### src/rtl/axi_txn_limiter_pkg.sv
`default_nettype none
// ============================================================================
//  Module   : axi_txn_limiter_pkg
//  Brief    : Shared constants and counter-width helper for the AXI txn limiter
//  Revision : 1.0 - initial release
// ============================================================================
package axi_txn_limiter_pkg;

    // ATOP bit that marks an atomic which also returns an R burst.
    localparam int ATOP_R_RESP = 5;

    function automatic int cnt_width(input int max_wr, input int max_rd);
        int max_v;
        max_v = (max_wr > max_rd) ? max_wr : max_rd;
        return $clog2(max_v + 1);
    endfunction

endpackage
`default_nettype wire

### src/rtl/axi_txn_counter.sv
`default_nettype none
// ============================================================================
//  Module   : axi_txn_counter
//  Brief    : Saturating occupancy counter, +0/+1/+2 increment and -1 decrement
//  Revision : 1.0 - initial release
// ============================================================================
module axi_txn_counter #(
    parameter int MAX = 8,
    parameter int W   = 4
) (
    input  logic         clk_i,
    input  logic         rst_i,
    input  logic [1:0]   inc_i,
    input  logic         dec_i,
    output logic [W-1:0] cnt_o,
    output logic         full_o,
    output logic         almost_full_o
);

    logic [W-1:0] r_cnt;
    logic [W:0]   w_sum;
    logic [W-1:0] w_cnt_next;

    always_comb begin
        w_sum      = {1'b0, r_cnt} + (W+1)'(inc_i);
        w_cnt_next = r_cnt;
        // A decrement with nothing to remove is a protocol error; hold at zero.
        if (dec_i && (w_sum == '0)) begin
            w_cnt_next = '0;
        end else begin
            w_cnt_next = W'(w_sum - (W+1)'(dec_i));
        end
    end

    always_ff @(posedge clk_i) begin
        if (rst_i) begin
            r_cnt <= '0;
        end else begin
            r_cnt <= w_cnt_next;
        end
    end

    assign cnt_o         = r_cnt;
    assign full_o        = (r_cnt == W'(MAX));
    assign almost_full_o = (r_cnt == W'(MAX - 1));

`ifndef SYNTHESIS
    always_ff @(posedge clk_i) begin
        if (!rst_i) begin
            assert (!(dec_i && (w_sum == '0)))
                else $error("axi_txn_counter: decrement while empty");
            assert ((w_sum - (W+1)'(dec_i)) <= (W+1)'(MAX) || (dec_i && (w_sum == '0)))
                else $error("axi_txn_counter: count would exceed MAX");
        end
    end
`endif

endmodule
`default_nettype wire

### src/rtl/axi_txn_limiter_flat.sv
`default_nettype none
// ============================================================================
//  Module   : axi_txn_limiter_flat
//  Brief    : Zero-latency AXI4+ATOP pass-through that caps outstanding
//             write and read transactions by gating AW/AR handshakes.
//  Revision : 1.0 - initial release
// ============================================================================
module axi_txn_limiter_flat
    import axi_txn_limiter_pkg::*;
#(
    parameter int AXI_ID_WIDTH   = 4,
    parameter int AXI_ADDR_WIDTH = 32,
    parameter int AXI_DATA_WIDTH = 64,
    parameter int AXI_USER_WIDTH = 1,
    parameter int MAX_WR_TXNS    = 8,
    parameter int MAX_RD_TXNS    = 8,
    parameter int CNT_W          = cnt_width(MAX_WR_TXNS, MAX_RD_TXNS)
) (
    input  logic                        clk_i,
    input  logic                        rst_i,
    // upstream AW
    input  logic [AXI_ID_WIDTH-1:0]     slv_aw_id_i,
    input  logic [AXI_ADDR_WIDTH-1:0]   slv_aw_addr_i,
    input  logic [7:0]                  slv_aw_len_i,
    input  logic [2:0]                  slv_aw_size_i,
    input  logic [1:0]                  slv_aw_burst_i,
    input  logic                        slv_aw_lock_i,
    input  logic [3:0]                  slv_aw_cache_i,
    input  logic [2:0]                  slv_aw_prot_i,
    input  logic [3:0]                  slv_aw_qos_i,
    input  logic [3:0]                  slv_aw_region_i,
    input  logic [5:0]                  slv_aw_atop_i,
    input  logic [AXI_USER_WIDTH-1:0]   slv_aw_user_i,
    input  logic                        slv_aw_valid_i,
    output logic                        slv_aw_ready_o,
    // upstream W
    input  logic [AXI_DATA_WIDTH-1:0]   slv_w_data_i,
    input  logic [AXI_DATA_WIDTH/8-1:0] slv_w_strb_i,
    input  logic                        slv_w_last_i,
    input  logic [AXI_USER_WIDTH-1:0]   slv_w_user_i,
    input  logic                        slv_w_valid_i,
    output logic                        slv_w_ready_o,
    // upstream B
    output logic [AXI_ID_WIDTH-1:0]     slv_b_id_o,
    output logic [1:0]                  slv_b_resp_o,
    output logic [AXI_USER_WIDTH-1:0]   slv_b_user_o,
    output logic                        slv_b_valid_o,
    input  logic                        slv_b_ready_i,
    // upstream AR
    input  logic [AXI_ID_WIDTH-1:0]     slv_ar_id_i,
    input  logic [AXI_ADDR_WIDTH-1:0]   slv_ar_addr_i,
    input  logic [7:0]                  slv_ar_len_i,
    input  logic [2:0]                  slv_ar_size_i,
    input  logic [1:0]                  slv_ar_burst_i,
    input  logic                        slv_ar_lock_i,
    input  logic [3:0]                  slv_ar_cache_i,
    input  logic [2:0]                  slv_ar_prot_i,
    input  logic [3:0]                  slv_ar_qos_i,
    input  logic [3:0]                  slv_ar_region_i,
    input  logic [AXI_USER_WIDTH-1:0]   slv_ar_user_i,
    input  logic                        slv_ar_valid_i,
    output logic                        slv_ar_ready_o,
    // upstream R
    output logic [AXI_ID_WIDTH-1:0]     slv_r_id_o,
    output logic [AXI_DATA_WIDTH-1:0]   slv_r_data_o,
    output logic [1:0]                  slv_r_resp_o,
    output logic                        slv_r_last_o,
    output logic [AXI_USER_WIDTH-1:0]   slv_r_user_o,
    output logic                        slv_r_valid_o,
    input  logic                        slv_r_ready_i,
    // downstream AW
    output logic [AXI_ID_WIDTH-1:0]     mst_aw_id_o,
    output logic [AXI_ADDR_WIDTH-1:0]   mst_aw_addr_o,
    output logic [7:0]                  mst_aw_len_o,
    output logic [2:0]                  mst_aw_size_o,
    output logic [1:0]                  mst_aw_burst_o,
    output logic                        mst_aw_lock_o,
    output logic [3:0]                  mst_aw_cache_o,
    output logic [2:0]                  mst_aw_prot_o,
    output logic [3:0]                  mst_aw_qos_o,
    output logic [3:0]                  mst_aw_region_o,
    output logic [5:0]                  mst_aw_atop_o,
    output logic [AXI_USER_WIDTH-1:0]   mst_aw_user_o,
    output logic                        mst_aw_valid_o,
    input  logic                        mst_aw_ready_i,
    // downstream W
    output logic [AXI_DATA_WIDTH-1:0]   mst_w_data_o,
    output logic [AXI_DATA_WIDTH/8-1:0] mst_w_strb_o,
    output logic                        mst_w_last_o,
    output logic [AXI_USER_WIDTH-1:0]   mst_w_user_o,
    output logic                        mst_w_valid_o,
    input  logic                        mst_w_ready_i,
    // downstream B
    input  logic [AXI_ID_WIDTH-1:0]     mst_b_id_i,
    input  logic [1:0]                  mst_b_resp_i,
    input  logic [AXI_USER_WIDTH-1:0]   mst_b_user_i,
    input  logic                        mst_b_valid_i,
    output logic                        mst_b_ready_o,
    // downstream AR
    output logic [AXI_ID_WIDTH-1:0]     mst_ar_id_o,
    output logic [AXI_ADDR_WIDTH-1:0]   mst_ar_addr_o,
    output logic [7:0]                  mst_ar_len_o,
    output logic [2:0]                  mst_ar_size_o,
    output logic [1:0]                  mst_ar_burst_o,
    output logic                        mst_ar_lock_o,
    output logic [3:0]                  mst_ar_cache_o,
    output logic [2:0]                  mst_ar_prot_o,
    output logic [3:0]                  mst_ar_qos_o,
    output logic [3:0]                  mst_ar_region_o,
    output logic [AXI_USER_WIDTH-1:0]   mst_ar_user_o,
    output logic                        mst_ar_valid_o,
    input  logic                        mst_ar_ready_i,
    // downstream R
    input  logic [AXI_ID_WIDTH-1:0]     mst_r_id_i,
    input  logic [AXI_DATA_WIDTH-1:0]   mst_r_data_i,
    input  logic [1:0]                  mst_r_resp_i,
    input  logic                        mst_r_last_i,
    input  logic [AXI_USER_WIDTH-1:0]   mst_r_user_i,
    input  logic                        mst_r_valid_i,
    output logic                        mst_r_ready_o,
    // status
    output logic [CNT_W-1:0]            wr_outstanding_o,
    output logic [CNT_W-1:0]            rd_outstanding_o,
    output logic                        aw_stall_o,
    output logic                        ar_stall_o
);

    logic       w_wr_full;
    logic       w_wr_almost_full;
    logic       w_rd_full;
    logic       w_rd_almost_full;
    logic       w_aw_rresp;
    logic       w_aw_block;
    logic       w_ar_block;
    logic       w_aw_hs;
    logic       w_ar_hs;
    logic       w_b_hs;
    logic       w_r_last_hs;
    logic [1:0] w_wr_inc;
    logic [1:0] w_rd_inc;

    // Payloads are pure wires in both directions.
    assign mst_aw_id_o     = slv_aw_id_i;
    assign mst_aw_addr_o   = slv_aw_addr_i;
    assign mst_aw_len_o    = slv_aw_len_i;
    assign mst_aw_size_o   = slv_aw_size_i;
    assign mst_aw_burst_o  = slv_aw_burst_i;
    assign mst_aw_lock_o   = slv_aw_lock_i;
    assign mst_aw_cache_o  = slv_aw_cache_i;
    assign mst_aw_prot_o   = slv_aw_prot_i;
    assign mst_aw_qos_o    = slv_aw_qos_i;
    assign mst_aw_region_o = slv_aw_region_i;
    assign mst_aw_atop_o   = slv_aw_atop_i;
    assign mst_aw_user_o   = slv_aw_user_i;

    assign mst_w_data_o    = slv_w_data_i;
    assign mst_w_strb_o    = slv_w_strb_i;
    assign mst_w_last_o    = slv_w_last_i;
    assign mst_w_user_o    = slv_w_user_i;

    assign slv_b_id_o      = mst_b_id_i;
    assign slv_b_resp_o    = mst_b_resp_i;
    assign slv_b_user_o    = mst_b_user_i;

    assign mst_ar_id_o     = slv_ar_id_i;
    assign mst_ar_addr_o   = slv_ar_addr_i;
    assign mst_ar_len_o    = slv_ar_len_i;
    assign mst_ar_size_o   = slv_ar_size_i;
    assign mst_ar_burst_o  = slv_ar_burst_i;
    assign mst_ar_lock_o   = slv_ar_lock_i;
    assign mst_ar_cache_o  = slv_ar_cache_i;
    assign mst_ar_prot_o   = slv_ar_prot_i;
    assign mst_ar_qos_o    = slv_ar_qos_i;
    assign mst_ar_region_o = slv_ar_region_i;
    assign mst_ar_user_o   = slv_ar_user_i;

    assign slv_r_id_o      = mst_r_id_i;
    assign slv_r_data_o    = mst_r_data_i;
    assign slv_r_resp_o    = mst_r_resp_i;
    assign slv_r_last_o    = mst_r_last_i;
    assign slv_r_user_o    = mst_r_user_i;

    // Blocking uses only registered state (plus AW request for the +2 case),
    // so a decrement never reaches a ready in the same cycle.
    assign w_aw_rresp = slv_aw_atop_i[ATOP_R_RESP];
    assign w_aw_block = w_wr_full | (w_aw_rresp & w_rd_full);
    assign w_ar_block = w_rd_full | (w_rd_almost_full & slv_aw_valid_i & w_aw_rresp);

    assign mst_aw_valid_o = ~rst_i & slv_aw_valid_i & ~w_aw_block;
    assign slv_aw_ready_o = ~rst_i & mst_aw_ready_i & ~w_aw_block;
    assign mst_ar_valid_o = ~rst_i & slv_ar_valid_i & ~w_ar_block;
    assign slv_ar_ready_o = ~rst_i & mst_ar_ready_i & ~w_ar_block;

    assign mst_w_valid_o  = ~rst_i & slv_w_valid_i;
    assign slv_w_ready_o  = ~rst_i & mst_w_ready_i;
    assign slv_b_valid_o  = ~rst_i & mst_b_valid_i;
    assign mst_b_ready_o  = ~rst_i & slv_b_ready_i;
    assign slv_r_valid_o  = ~rst_i & mst_r_valid_i;
    assign mst_r_ready_o  = ~rst_i & slv_r_ready_i;

    assign aw_stall_o = ~rst_i & slv_aw_valid_i & w_aw_block;
    assign ar_stall_o = ~rst_i & slv_ar_valid_i & w_ar_block;

    assign w_aw_hs     = mst_aw_valid_o & mst_aw_ready_i;
    assign w_ar_hs     = mst_ar_valid_o & mst_ar_ready_i;
    assign w_b_hs      = slv_b_valid_o & slv_b_ready_i;
    assign w_r_last_hs = slv_r_valid_o & slv_r_ready_i & mst_r_last_i;

    always_comb begin
        w_wr_inc = {1'b0, w_aw_hs};
        w_rd_inc = 2'(w_ar_hs) + 2'(w_aw_hs & w_aw_rresp);
    end

    axi_txn_counter #(
        .MAX (MAX_WR_TXNS),
        .W   (CNT_W)
    ) u_wr_cnt (
        .clk_i         (clk_i),
        .rst_i         (rst_i),
        .inc_i         (w_wr_inc),
        .dec_i         (w_b_hs),
        .cnt_o         (wr_outstanding_o),
        .full_o        (w_wr_full),
        .almost_full_o (w_wr_almost_full)
    );

    axi_txn_counter #(
        .MAX (MAX_RD_TXNS),
        .W   (CNT_W)
    ) u_rd_cnt (
        .clk_i         (clk_i),
        .rst_i         (rst_i),
        .inc_i         (w_rd_inc),
        .dec_i         (w_r_last_hs),
        .cnt_o         (rd_outstanding_o),
        .full_o        (w_rd_full),
        .almost_full_o (w_rd_almost_full)
    );

`ifndef SYNTHESIS
    always_ff @(posedge clk_i) begin
        if (!rst_i) begin
            assert (wr_outstanding_o <= CNT_W'(MAX_WR_TXNS))
                else $error("axi_txn_limiter_flat: write count above limit");
            assert (rd_outstanding_o <= CNT_W'(MAX_RD_TXNS))
                else $error("axi_txn_limiter_flat: read count above limit");
            assert (!(w_wr_almost_full && w_wr_full))
                else $error("axi_txn_limiter_flat: inconsistent write flags");
        end
    end
`endif

endmodule
`default_nettype wire

### config.mk
export PLATFORM = sky130hd
export DESIGN_NAME = axi_txn_limiter_flat
export DESIGN_NICKNAME = d
export VERILOG_FILES = /design/src/rtl/axi_txn_limiter_pkg.sv /design/src/rtl/axi_txn_counter.sv /design/src/rtl/axi_txn_limiter_flat.sv
export SDC_FILE = /design/constraint.sdc
export NUM_CORES = 1
export LEC_CHECK = 0
export CAP_MARGIN = 20
export CORE_AREA = 2 2 238 240
export CTS_BUF_LIST = sky130_fd_sc_hd__clkbuf_8
export DETAILED_ROUTE_END_ITERATION = 10
export DIE_AREA = 0 0 240 242
export PLACE_DENSITY = 0.34
export SETUP_SLACK_MARGIN = 0.05
export SKIP_LAST_GASP = 1
export SLEW_MARGIN = 20
export SYNTH_ARGS = -nofsm -noshare
export SYNTH_HDL_FRONTEND = slang
export SYNTH_SLANG_ARGS = --single-unit
### constraint.sdc
create_clock -name clk_i -period 2.3 [get_ports clk_i]
set_input_delay 0.345 -clock clk_i [delete_from_list [all_inputs] [get_ports clk_i]]
set_output_delay 0.345 -clock clk_i [all_outputs]
set_load 0.1 [all_outputs]
==> impl_metrics.ini <==
[clocking]
ctsHoldBuffers = 0
cts_tree = done
cts.sinks = 8
numCtsBuffers = 3
cts_root_buf = clkbuf_8
insertion_delay_ps = 230
cts_htree_levels = 1
clk_pin_slew_ps = 40
cts_buffer_depth = 2

[power]
p_leak_nw = 0.653
ir_drop_uv = 91.0
p_total_mw = 0.768
power_density_mw_per_mm2 = 310

[flow_run]
drv_cap = 0

[sta]
setup_violations = 0
rsz0062_at_grt = true
fmax_mhz = 456
finalCritPeriodShare = 0.953
timing_hold_violations_final = 0
fin_setup_tns_ps = 0
slew_headroom = 0.777
clock_skew_ps = 4.44
period_needed_ps = 2190
slew_violations = 0
worstMarginPinSlew_ps = 333

[logic_synthesis]
synth_nets = 684
syn_area_per_cell_sq_um = 7.70
ys_seq_area_frac = 0.0557
yosysWarnings = 0
netlist_area_sq_mm = 0.00287
synth_cell_type_count = 33
synth_cells = 373
ys_ff_latch = 8

[place]
dp.cells = 888
io_buffers = 35
dpl.hpwl_microns = 9390
gp_congestion = 0.638
postPlaceCellArea_sq_mm = 0.00234

[global_route]
grt.overflow.total = 0
grt_pass1_vias = 1448
antenna_found_initial = 1
grt_pass1_wl_microns = 13200
grt_max_degree = 11
grt_use_total = 0.0352

[layout]
nFillCells = 6661
drive_gt1_frac = 0.587
finalNonFillerCells = 895
final_nets = 450
syn_to_final_growth_pct = -13.7
utilization = 0.0445
final_area_sq_mm = 0.00248

[die]
ios = 614
core_sq_mm = 0.0557
rows = 87
start_util = 0.0515
dieArea_sq_mm = 0.0581
die_x_microns = 240
fp.dieH_microns = 242

[setup_path]
slowest_delay_ps = 590
critPathMaxFanout = 3
r2r_end = u_rd_cnt.cnt_o[3]$_SDFF_PP0_
reg2reg_slack_ps = 110
crit_slowest_cell = fa_2
start_kind = input pin
critical_path_arrival_ps = 2330
critical_path_class = in -> reg
ff2ff_path_depth = 11
worstPathRequired_ps = 2440
path_cells = clkdlybuf4s50_1, buf_4, nand4b_1, fa_2, ha_4, ha_2, a211oi_1
r2r-start = u_wr_cnt.cnt_o[3]$_SDFF_PP0_
path_buf_inv = 2
cpLargestDelayFamily = adder cells
endpoint_kind = flop

[detailed_routing]
top_layer_used = met5
met1_length_microns = 1520
dr_wl_met2_microns = 4440
drc = 0
avgRoutedWirePerCell_microns = 12.3
ant_nets = 0
met3_length_microns = 2690
firstDrtPassIters = 3
wirelength_microns = 11000
viasPerCell = 1.50
drt_iter0_drc = 23
num_vias = 1343

[worst_hold_path]
hold_start = u_rd_cnt.cnt_o[3]$_SDFF_PP0_
hp-class = reg -> reg
hold_path_depth = 3
worst_hold_path.endpoint = u_rd_cnt.cnt_o[3]$_SDFF_PP0_

[run_status]
status = complete, no violations
what timing repair did:
item,CTS,global route
gates cloned,0,0
resized for setup,4,11
pin swaps,1,9
setup buffers,0,2
endpoints found under the setup margin,9,8
metal layers:
metal | vias to the layer above | GRT usage
met2 | 282 | 0.0472
li1 | 400 | -
met4 | 2 | 0.0683
met1 | 479 | 0.0128
met3 | 180 | 0.0391
met5 | - | 0.00758
tightest hold or removal path, cell delays in order (launching register included):
cell     delay (ps)
dfxtp_4         390
xor2_1           90
nand3_1          90
a21oi_2          50
registers in the layout, indices dropped and copies added (netlist names):
| signal | count |
|---|---|
| u_rd_cnt.cnt_o | 4 |
| u_wr_cnt.cnt_o | 4 |
cell usage after synthesis (all sizes together):
master	instances	area, sq um
nand4b	2	17.5
a31oi	1	6.26
and4b	2	20.0
buf	293	2200
nor2	9	33.8
and3b	1	8.76
a211oi	3	22.5
and2	1	6.26
clkbuf	1	3.75
a311oi	1	8.76
fa	1	20.0
nor3b	2	15.0
dfxtp	8	160
and2b	1	7.51
nand3	4	20.0
ha	7	87.6
a31o	2	17.5
or2	1	6.26
nand3b	2	15.0
nor4b	2	23.8
nand2	2	7.51
inv	6	22.5
xnor2	3	26.3
nand2b	1	6.26
a21oi	3	15.0
nand4	1	6.26
nor3	1	5.00
nor2b	7	43.8
a21o	1	7.51
xor2	4	35.0
layout make-up:
type | instances | area, sq um | share of cell area
Multi-Input combinational cell | 65 | 658 | 0.265
Clock inverter | 1 | 3.75 | 0.00151
Timing Repair Buffer | 55 | 618 | 0.249
Inverter | 6 | 22.5 | 0.00908
Clock buffer | 3 | 41.3 | 0.0166
Antenna cell | 1 | 2.50 | 0.00101
Sequential cell | 8 | 188 | 0.0757
Tap cell | 756 | 946 | 0.381
worst max-delay path by stage:
| stage | start | to | slack (ps) | cells past startpoint |
|---|---|---|---|---|
| global route | u_wr_cnt.cnt_o[2]$_SDFF_PP0_ | u_rd_cnt.cnt_o[2]$_SDFF_PP0_ | -50 | 9 |
| floorplan | u_rd_cnt.cnt_o[3]$_SDFF_PP0_ | u_rd_cnt.cnt_o[3]$_SDFF_PP0_ | -30 | 10 |
| global placement | slv_aw_valid_i | u_rd_cnt.cnt_o[3]$_SDFF_PP0_ | -310 | 11 |
| CTS | rst_i | u_rd_cnt.cnt_o[3]$_SDFF_PP0_ | 60 | 10 |
| finish | rst_i | u_rd_cnt.cnt_o[1]$_SDFF_PP0_ | 110 | 7 |
| detailed placement | slv_aw_valid_i | u_rd_cnt.cnt_o[3]$_SDFF_PP0_ | -310 | 11 |
where the power goes:
part	internal, mW	switching, mW	leakage, nW	total [mW]
Clock	0.116	0.0567	0.0269	0.172
Sequential	0.150	0.0160	0.0709	0.166
Combinational	0.157	0.273	0.555	0.430
kinds of logic (layout without fill, tap and decap cells):
group / count (synthesis) / count (layout) / synth area share
xor gates and xnor gates: 7 / 7 / 0.0213
DFF: 8 / 8 / 0.0557
buffers and inverters: 300 / 65 / 0.774
adders and majority gates: 8 / 8 / 0.0375
and+or+nand+nor: 39 / 39 / 0.0845
other: 0 / 1 / 0
AOI/OAI and AO/OA: 11 / 11 / 0.0270
through the flow:
step,setup slack [ps],hold slack [ps]
5_1_grt,-46.0,690
6_report,109,654
3_3_place_gp,-314,659
4_1_cts,64.0,647
3_5_place_dp,-309,636
2_1_floorplan,-26.3,654
layout by cell type, fill, tap and decap left out, drive strengths merged:
| cell | synthesis | final |
|---|---|---|
| fa | 1 | 1 |
| nand2b | 1 | 1 |
| nand4 | 1 | 1 |
| nor2b | 7 | 7 |
| nand3b | 2 | 2 |
| a311oi | 1 | 1 |
| and2 | 1 | 1 |
| a21oi | 3 | 3 |
| dfxtp | 8 | 8 |
| or2 | 1 | 1 |
| nor3 | 1 | 1 |
| buf | 293 | 42 |
| clkbuf | 1 | 3 |
| a31o | 2 | 2 |
| and3b | 1 | 1 |
| and4b | 2 | 2 |
| dlygate4sd2 | 0 | 2 |
| clkdlybuf4s50 | 0 | 11 |
| nor3b | 2 | 2 |
| xnor2 | 3 | 3 |
| inv | 6 | 7 |
| nand2 | 2 | 2 |
| nor2 | 9 | 9 |
| nor4b | 2 | 2 |
| ha | 7 | 7 |
| diode | 0 | 1 |
| a211oi | 3 | 3 |
| nand4b | 2 | 2 |
| a31oi | 1 | 1 |
| and2b | 1 | 1 |
| nand3 | 4 | 4 |
| xor2 | 4 | 4 |
| a21o | 1 | 1 |
(Power assumes the default switching activity.)
